File: src/rtl/slow_window_pkg.sv
// slow_window_pkg: state encoding, reset constants and the slow-device bit order
// shared by the slow-window block and the configuration register block.
package slow_window_pkg;

  typedef enum logic [1:0] {
    IDLE   = 2'd0,
    ACTIVE = 2'd1,
    COUNT  = 2'd2
  } state_e;

  localparam int SLOW_DEV_N = 6;

  // Device vectors are always packed {IACK,VIA,IWM,SCC,SCSI,Snd}, MSB first
  localparam int DEV_IACK = 5;
  localparam int DEV_VIA  = 4;
  localparam int DEV_IWM  = 3;
  localparam int DEV_SCC  = 2;
  localparam int DEV_SCSI = 1;
  localparam int DEV_SND  = 0;

  localparam logic [3:0] CNT_RST = 4'd0;
  localparam logic       OUT_RST = 1'b0;

  typedef logic [SLOW_DEV_N-1:0] dev_vec_t;

  function automatic logic slow_hit(input logic start, input dev_vec_t cs, input dev_vec_t en);
    return start & (|(cs & en));
  endfunction

endpackage

File: src/rtl/slow_prescaler.sv
// slow_prescaler: divides CLK by PRESCALE into a one-cycle tick while enabled;
// clear holds the count at zero so each tail starts on a full tick period.
module slow_prescaler #(
  parameter  int PRESCALE = 16,
  localparam int PW       = $clog2(PRESCALE)
) (
  input  logic CLK,
  input  logic nPOR,
  input  logic i_clear,
  input  logic i_enable,
  output logic o_tick
);

  logic [PW-1:0] r_presc;

  assign o_tick = i_enable & (r_presc == PW'(PRESCALE - 1));

  always_ff @(posedge CLK or negedge nPOR) begin
    if (!nPOR) r_presc <= '0;
    else if (i_clear || o_tick) r_presc <= '0;
    else if (i_enable) r_presc <= r_presc + 1'b1;
  end

endmodule

File: src/rtl/slow_window.sv
// slow_window: opens a slow window on accesses to slow-enabled devices and holds
// SlowMode for the access plus a (T+1)*PRESCALE-cycle tail.
module slow_window
  import slow_window_pkg::*;
#(
  parameter int PRESCALE = 16
) (
  input  logic       CLK,
  input  logic       nPOR,
  input  logic       BACT,
  input  logic       IACKCS,
  input  logic       VIACS,
  input  logic       IWMCS,
  input  logic       SCCCS,
  input  logic       SCSICS,
  input  logic       SndCS,
  input  logic       SlowIACK,
  input  logic       SlowVIA,
  input  logic       SlowIWM,
  input  logic       SlowSCC,
  input  logic       SlowSCSI,
  input  logic       SlowSnd,
  input  logic       SlowClockGate,
  input  logic [3:0] SlowTimeout,
  output logic       SlowMode,
  output logic       SlowStart,
  output logic       ClockGateReq
);

  state_e     r_state;
  state_e     w_next;
  logic [3:0] r_cnt;
  logic       r_bactr;
  dev_vec_t   w_cs;
  dev_vec_t   w_en;
  logic       w_hit;
  logic       w_tick;
  logic       w_open;

  assign w_cs  = {IACKCS, VIACS, IWMCS, SCCCS, SCSICS, SndCS};
  assign w_en  = {SlowIACK, SlowVIA, SlowIWM, SlowSCC, SlowSCSI, SlowSnd};
  assign w_hit = slow_hit(BACT & ~r_bactr, w_cs, w_en);

  // A hit in COUNT suppresses the prescaler so it cannot also retire the window
  slow_prescaler #(.PRESCALE(PRESCALE)) u_presc (
    .CLK      (CLK),
    .nPOR     (nPOR),
    .i_clear  (r_state != COUNT),
    .i_enable (r_state == COUNT && !w_hit),
    .o_tick   (w_tick)
  );

  always_comb begin
    w_next = (r_state == IDLE)   ? (w_hit ? ACTIVE : IDLE) :
             (r_state == ACTIVE) ? (BACT ? ACTIVE : COUNT) :
             (r_state == COUNT)  ? (w_hit ? ACTIVE : (w_tick && r_cnt == 4'd0) ? IDLE : COUNT) :
             IDLE;
    w_open = (w_next == ACTIVE) && (r_state != ACTIVE);
  end

  always_ff @(posedge CLK or negedge nPOR) begin
    if (!nPOR) begin
      r_state      <= IDLE;
      r_cnt        <= CNT_RST;
      r_bactr      <= 1'b0;
      SlowMode     <= OUT_RST;
      SlowStart    <= OUT_RST;
      ClockGateReq <= OUT_RST;
    end else begin
      r_state      <= w_next;
      r_bactr      <= BACT;
      if (w_open) r_cnt <= SlowTimeout;
      else if (r_state == COUNT && w_tick && r_cnt != 4'd0) r_cnt <= r_cnt - 4'd1;
      SlowMode     <= w_next != IDLE;
      SlowStart    <= w_open;
      ClockGateReq <= (w_next != IDLE) && SlowClockGate;
    end
  end

endmodule

File: config.mk
export PLATFORM = sky130hd
export DESIGN_NAME = slow_window
export DESIGN_NICKNAME = d
export VERILOG_FILES = /design/src/rtl/slow_window_pkg.sv /design/src/rtl/slow_prescaler.sv /design/src/rtl/slow_window.sv
export SDC_FILE = /design/constraint.sdc
export NUM_CORES = 1
export LEC_CHECK = 0
export ABC_AREA = 1
export ABC_CLOCK_PERIOD_IN_PS = 1600
export CAP_MARGIN = 20
export CORE_UTILIZATION = 35
export CTS_BUF_LIST = sky130_fd_sc_hd__clkbuf_8
export DETAILED_ROUTE_END_ITERATION = 8
export HOLD_SLACK_MARGIN = 0.05
export PLACE_DENSITY_LB_ADDON = 0.2
export SLEW_MARGIN = 20
export SYNTH_ARGS = -nofsm -noshare
export SYNTH_HDL_FRONTEND = slang
export SYNTH_SLANG_ARGS = --single-unit
File: constraint.sdc
create_clock -name CLK -period 1.6 [get_ports CLK]
set_input_delay 0.24 -clock CLK [delete_from_list [all_inputs] [get_ports CLK]]
set_output_delay 0.24 -clock CLK [all_outputs]
set_load 0.03 [all_outputs]
**Word-level counts from Yosys, hierarchy flattened**

Cells that the tools add are included.

- Bits in registers: 14
- Bits of input ports: 20
- Word-level logic and storage cells: 46

- Add/sub/neg operators: 2
- Equality and inequality tests: 6
- Mux-type cells: 11
- Bitwise logic cells: 5
- Reductions and logical operators: 15

Operators with widths:

| operator | number |
|---|---|
| 4-bit 2-to-1 mux | 4 |
| 2-bit 2-to-1 mux | 6 |
| 6-bit bitwise AND | 1 |
| 1-bit logical AND | 6 |
| 2-bit nonzero test | 3 |
| 6-bit OR reduction | 1 |
| 4-bit by 1-bit adder with 4-bit output, second input constant | 1 |
| 2-bit by 1-bit == test with 1-bit output, second input constant | 2 |
| 4-bit == test, second input constant | 1 |
| 4-bit zero test | 1 |
| 4-bit nonzero test | 1 |
| 4-bit by 1-bit subtractor with 4-bit output, second input constant | 1 |
| 1-bit bitwise AND | 3 |
| 2-bit == test, second input constant | 1 |
| 2-bit zero test | 1 |
| 2-bit by 1-bit inequality test with 1-bit output, second input constant | 1 |
| 2-bit inequality test, second input constant | 1 |
| 1-bit zero test | 1 |
| 1-bit logical OR | 1 |
| 1-bit 2-to-1 mux | 1 |
| 1-bit NOT | 1 |

**Longest topological paths before layout**

- Word-level depth: 15
- Depth in mapped cells: 10
- Depth with buffers taken out: 10

**By module**

From an unflattened synthesis, not the netlist that was laid out.

- Cell total of the unflattened synthesis: 103
- Area total of the unflattened synthesis: 833.3 um2

Modules (own cells, without submodules):

| module | instances | cells an instance | area each (um2) | seq. area each (um2) |
|---|---|---|---|---|
| slow_window | 1 | 74 | 614.3 | 250.2 |
| slow_prescaler | 1 | 29 | 219.0 | 100.1 |

**Worst setup path after synthesis**

OpenSTA, ideal clock, no wires.

- Kind: register to register
- Start: register u_presc.r_presc[0]
- End: register r_cnt[2]
- Library setup time: 129 ps
- Arrival: 1129 ps
- Path slack: 342 ps
- Stages on the path, launching flop included: 7
- Path buffers: 0
- Period minus slack after synthesis: 1258 ps
- Cells stage by stage: dfrtp_1 > ha_1 > nand3_1 > inv_1 > nand4_4 > nand3_1 > o211ai_2

- Longest elaborated chain between the ends: 11

RTL lines:

| item | line | text |
|---|---|---|
| from (decl) | slow_prescaler.sv:14 | `logic [PW-1:0] r_presc;` |
| from (signal assigned) | slow_prescaler.sv:21 | `else if (i_enable) r_presc <= r_presc + 1'b1;` |
| 4-bit == test (*) | slow_prescaler.sv:16 | `assign o_tick = i_enable & (r_presc == PW'(PRESCALE - 1));` |
| 1-bit bitwise AND (*) | slow_prescaler.sv:16 |  |
| 1-bit logical AND | slow_window.sv:56 | `(r_state == COUNT) ? (w_hit ? ACTIVE : (w_tick && r_cnt == 4'd0) ? IDLE : COUNT) :` |
| 2-bit 2-to-1 mux (3 in series) | slow_window.sv:56 |  |
| 2-bit 2-to-1 mux | slow_window.sv:55 | `(r_state == ACTIVE) ? (BACT ? ACTIVE : COUNT) :` |
| 2-bit 2-to-1 mux | slow_window.sv:54 | `w_next = (r_state == IDLE) ? (w_hit ? ACTIVE : IDLE) :` |
| 2-bit by 1-bit == test with 1-bit output | slow_window.sv:58 | `w_open = (w_next == ACTIVE) && (r_state != ACTIVE);` |
| 1-bit logical AND | slow_window.sv:58 |  |
| 4-bit 2-to-1 mux or 2-bit nonzero test (tied branches) | -- |  |
| to (signal assigned) | slow_window.sv:72 | `if (w_open) r_cnt <= SlowTimeout;` |
| to (signal assigned) | slow_window.sv:73 | `else if (r_state == COUNT && w_tick && r_cnt != 4'd0) r_cnt <= r_cnt - 4'd1;` |
| to (decl) | slow_window.sv:32 | `logic [3:0] r_cnt;` |

Mark *: on every way between the ends. The rest lies on a longest branch, timed or not.
A chain may end at the register's enable or synchronous reset.

**Worst setup path in the final report**

- Start: register SlowStart
- End: output SlowStart

RTL lines:

| item | line | text |
|---|---|---|
| from (decl) | slow_window.sv:26 | `output logic SlowStart,` |
| from (signal assigned) | slow_window.sv:75 | `SlowStart <= w_open;` |

No word-level cell between the ends.

==> out/qor.yml <==
outcome: "finished, final reports clean"
criticalPathCategory: "reg -> out"
cts_max_path_buffers: 2
irDropWorstVdd_v: 0.0009333
core_area_sq_um: 2212
register_area_sq_um: 350.3
synth_nets: 118
h-tree-depth: 1
firstDrtPassIters: 2
ctsHoldBuffers: 0
die_h_um: 50.61
path_delay_family: "buffers and inverters"
r2r_start: "u_presc.r_presc[0]"
place_inst: 147
path_clk_slew_ps: 60
synthTopCellsByArea: "dfrtp_1 42%, nand2_1 11%, nand3_1 6.1%, o211ai_2 6.1%, ha_1 4.5%"
synth_top_area_cell: "dfrtp_1"
drv_cap: 0
endpoint: "SlowStart"
period_minus_slack_ps: 1471
netlist_area_sq_um: 827.0
worstPathRequired_ps: 1360
path_cells: "clkdlybuf4s50_1"
vias_per_cell: 4.404
ioPinCount: 23
dpl.hpwl_mm: 1.171
vias: 665
fmaxAchievable_mhz: 680.0
placed_cell_area_sq_um: 1097
area_growth_pct: 39.33
cts.sinks: 14
final_antenna_net_count: 0
final_hold_viol_count: 0
setup-tns-final_ps: 0
row_count: 17
cts_tree: "done"
worst_pin_slew_ps: 307.7
synth_top_area_share_pct: 42.36
synthAdderAreaFrac_pct: 4.539
report.final.slew_viol_count: 0
endpoint_kind: "output pin"
power_density_nw_per_um2: 1422
syn_inst: 95
grt_pass1_vias: 612
period_share_pct: 91.92
antenna_found_initial: 0
multi_input_area_sq_um: 416.7
arrival_ps: 1230
synthSimpleGateAreaFrac_pct: 32.53
synth_top_family_by_area: "simple AND/OR/NAND/NOR gates"
r2r_end: "r_cnt[2]"
dieArea_sq_um: 2561
root_buffer: "clkbuf_8"
die_w_um: 50.61
portBuffers: 22
grt_max_degree: 15
place.gp.congestion: 0.7426
hold_slack_ps: 296.2
grt_use_total_pct: 13.76
antennaDiodeCount: 0
cellLeakagePower_nw: 0.5533
post_cts_buffers: 0
hold_class: "in -> async"
nFillCells: 225
critPathLaunch: "SlowStart"
finalSetupViolations: 0
worst-r2r-cell-count: 6
synth-xor-area-share_pct: 3.177
startpoint_type: "register"
skew_ps: 2.966
drive_gt1_share_pct: 22.76
grt-ovfl-total: 0
grt_pass1_wl_mm: 2.525
clock_insertion_delay_worst_skew_ps: 240
yosysWarnings: 0
final_cell_count_no_fill: 151
start_util_pct: 37.39
cp.depth: 1
finalInstanceArea_sq_um: 1152
syn_area_per_cell_sq_um: 8.706
synthDistinctLibCells: 20
slew_headroom_pct: 79.42
rsz0062_at_grt: "no"
synth.area.mux_share_pct: 0
critPathMaxFanout: 1
cts_buffers: 3
nets: 147
synth_compound_area_share_pct: 10.14
wirelength_mm: 1.467
critical_path_buf_inv_count: 1
drc: 0
crit_slowest_cell: "clkdlybuf4s50_1"
wire_per_inst_um: 9.715
synth_seq_cells: 14
seq_area_frac_synth_pct: 42.36
cts_resized: 0
critPathMaxStageDelay_ps: 660
rrSetupSlack_ps: 180
drt_iter0_drc: 6
==> sequential cells by signal, summed over array words and instances (netlist names) <==
name and flops:
r_cnt 4, u_presc.r_presc 4, r_state 2, ClockGateReq 1, SlowMode 1, SlowStart 1
r_bactr 1
==> power by group <==
group          total (W)  switching, W  internal, W
Sequential      0.000573      0.000101     0.000472
Combinational   0.000720      0.000404     0.000316
Clock           0.000346      0.000128     0.000218
Total            0.00164      0.000633      0.00101
==> worst min path at each step <==
stage	to	slack [ps]	cells past startpoint
after global routing	u_presc.r_presc[2]	310	2
after detailed placement	u_presc.r_presc[1]	510	2
after floorplan	ClockGateReq	-60	0
after CTS	u_presc.r_presc[2]	300	2
after global placement	u_presc.r_presc[1]	500	2
final	u_presc.r_presc[3]	300	2
==> Yosys cell counts <==
| cell type | number |
|---|---|
| nor3_1 | 1 |
| ha_1 | 3 |
| dfrtp_1 | 14 |
| nand2_1 | 25 |
| a21oi_2 | 1 |
| o21ai_1 | 1 |
| nand2_4 | 2 |
| nand3_1 | 10 |
| inv_2 | 6 |
| o211ai_2 | 4 |
| nand4_4 | 1 |
| a21oi_1 | 1 |
| nor2_2 | 2 |
| nor2_4 | 3 |
| nor2_1 | 3 |
| o211ai_1 | 1 |
| xnor2_1 | 3 |
| nand2_2 | 3 |
| inv_1 | 10 |
| o31ai_1 | 1 |
==> metrics by stage <==
| step | util [%] | setup slack (ps) | total power, W |
|---|---|---|---|
| after CTS | 52.09 | 117.9 | 0.001669 |
| after floorplan | - | 342.2 | 0.001113 |
| after detailed placement | 49.60 | -15.34 | 0.001314 |
| after global placement | 49.60 | 7.696 | 0.001301 |
| final | 52.09 | 129.3 | 0.001639 |
| after global routing | 52.09 | 68.38 | 0.001784 |
==> final cells by class <==
type	count	area share, %
clock buffers	4	4.777
inverters	16	5.212
multi-input cells	65	36.16
flip-flops and latches	14	30.40
well taps	28	3.040
repair buffers	24	20.41
==> kinds of logic (layout without fill, tap and decap cells) <==
logic type / Yosys count / in the layout
DFF: 14 / 14
xor gates and xnor gates: 3 / 3
adders and majority gates: 3 / 3
AOI/OAI and AO/OA: 9 / 9
and+or+nand+nor: 50 / 50
buffers and inverters: 16 / 44
==> placed cells by master (no fill, tap or decap) <==
| cell type | netlist | layout |
|---|---|---|
| nand2_1 | 25 | 25 |
| clkdlybuf4s50_1 | 0 | 22 |
| dfrtp_1 | 14 | 14 |
| inv_1 | 10 | 10 |
| nand3_1 | 10 | 10 |
| inv_2 | 6 | 6 |
| o211ai_2 | 4 | 4 |
| clkbuf_8 | 0 | 4 |
| nor2_1 | 3 | 3 |
| nor2_4 | 3 | 3 |
| nand2_2 | 3 | 3 |
| xnor2_1 | 3 | 3 |
| ha_1 | 3 | 3 |
| nor2_2 | 2 | 2 |
| nand2_4 | 2 | 2 |
| buf_4 | 0 | 2 |
| o211ai_1 | 1 | 1 |
| a21oi_2 | 1 | 1 |
| a21oi_1 | 1 | 1 |
| o31ai_1 | 1 | 1 |
| nand4_4 | 1 | 1 |
| nor3_1 | 1 | 1 |
| o21ai_1 | 1 | 1 |
==> layer usage <==
metal | global-route usage [%] | part of all wire (%) | up-vias | wire length (um)
met3 | 3.939 | 4.2 | 2 | 62
met1 | 15.98 | 50 | 289 | 733
met2 | 22.22 | 44 | 14 | 651
li1 | - | - | 360 | -
met4 | 8.333 | 1.3 | 0 | 19
met5 | 0 | 0 | - | 0
No activity file was read; power rests on OpenSTA's default activity.
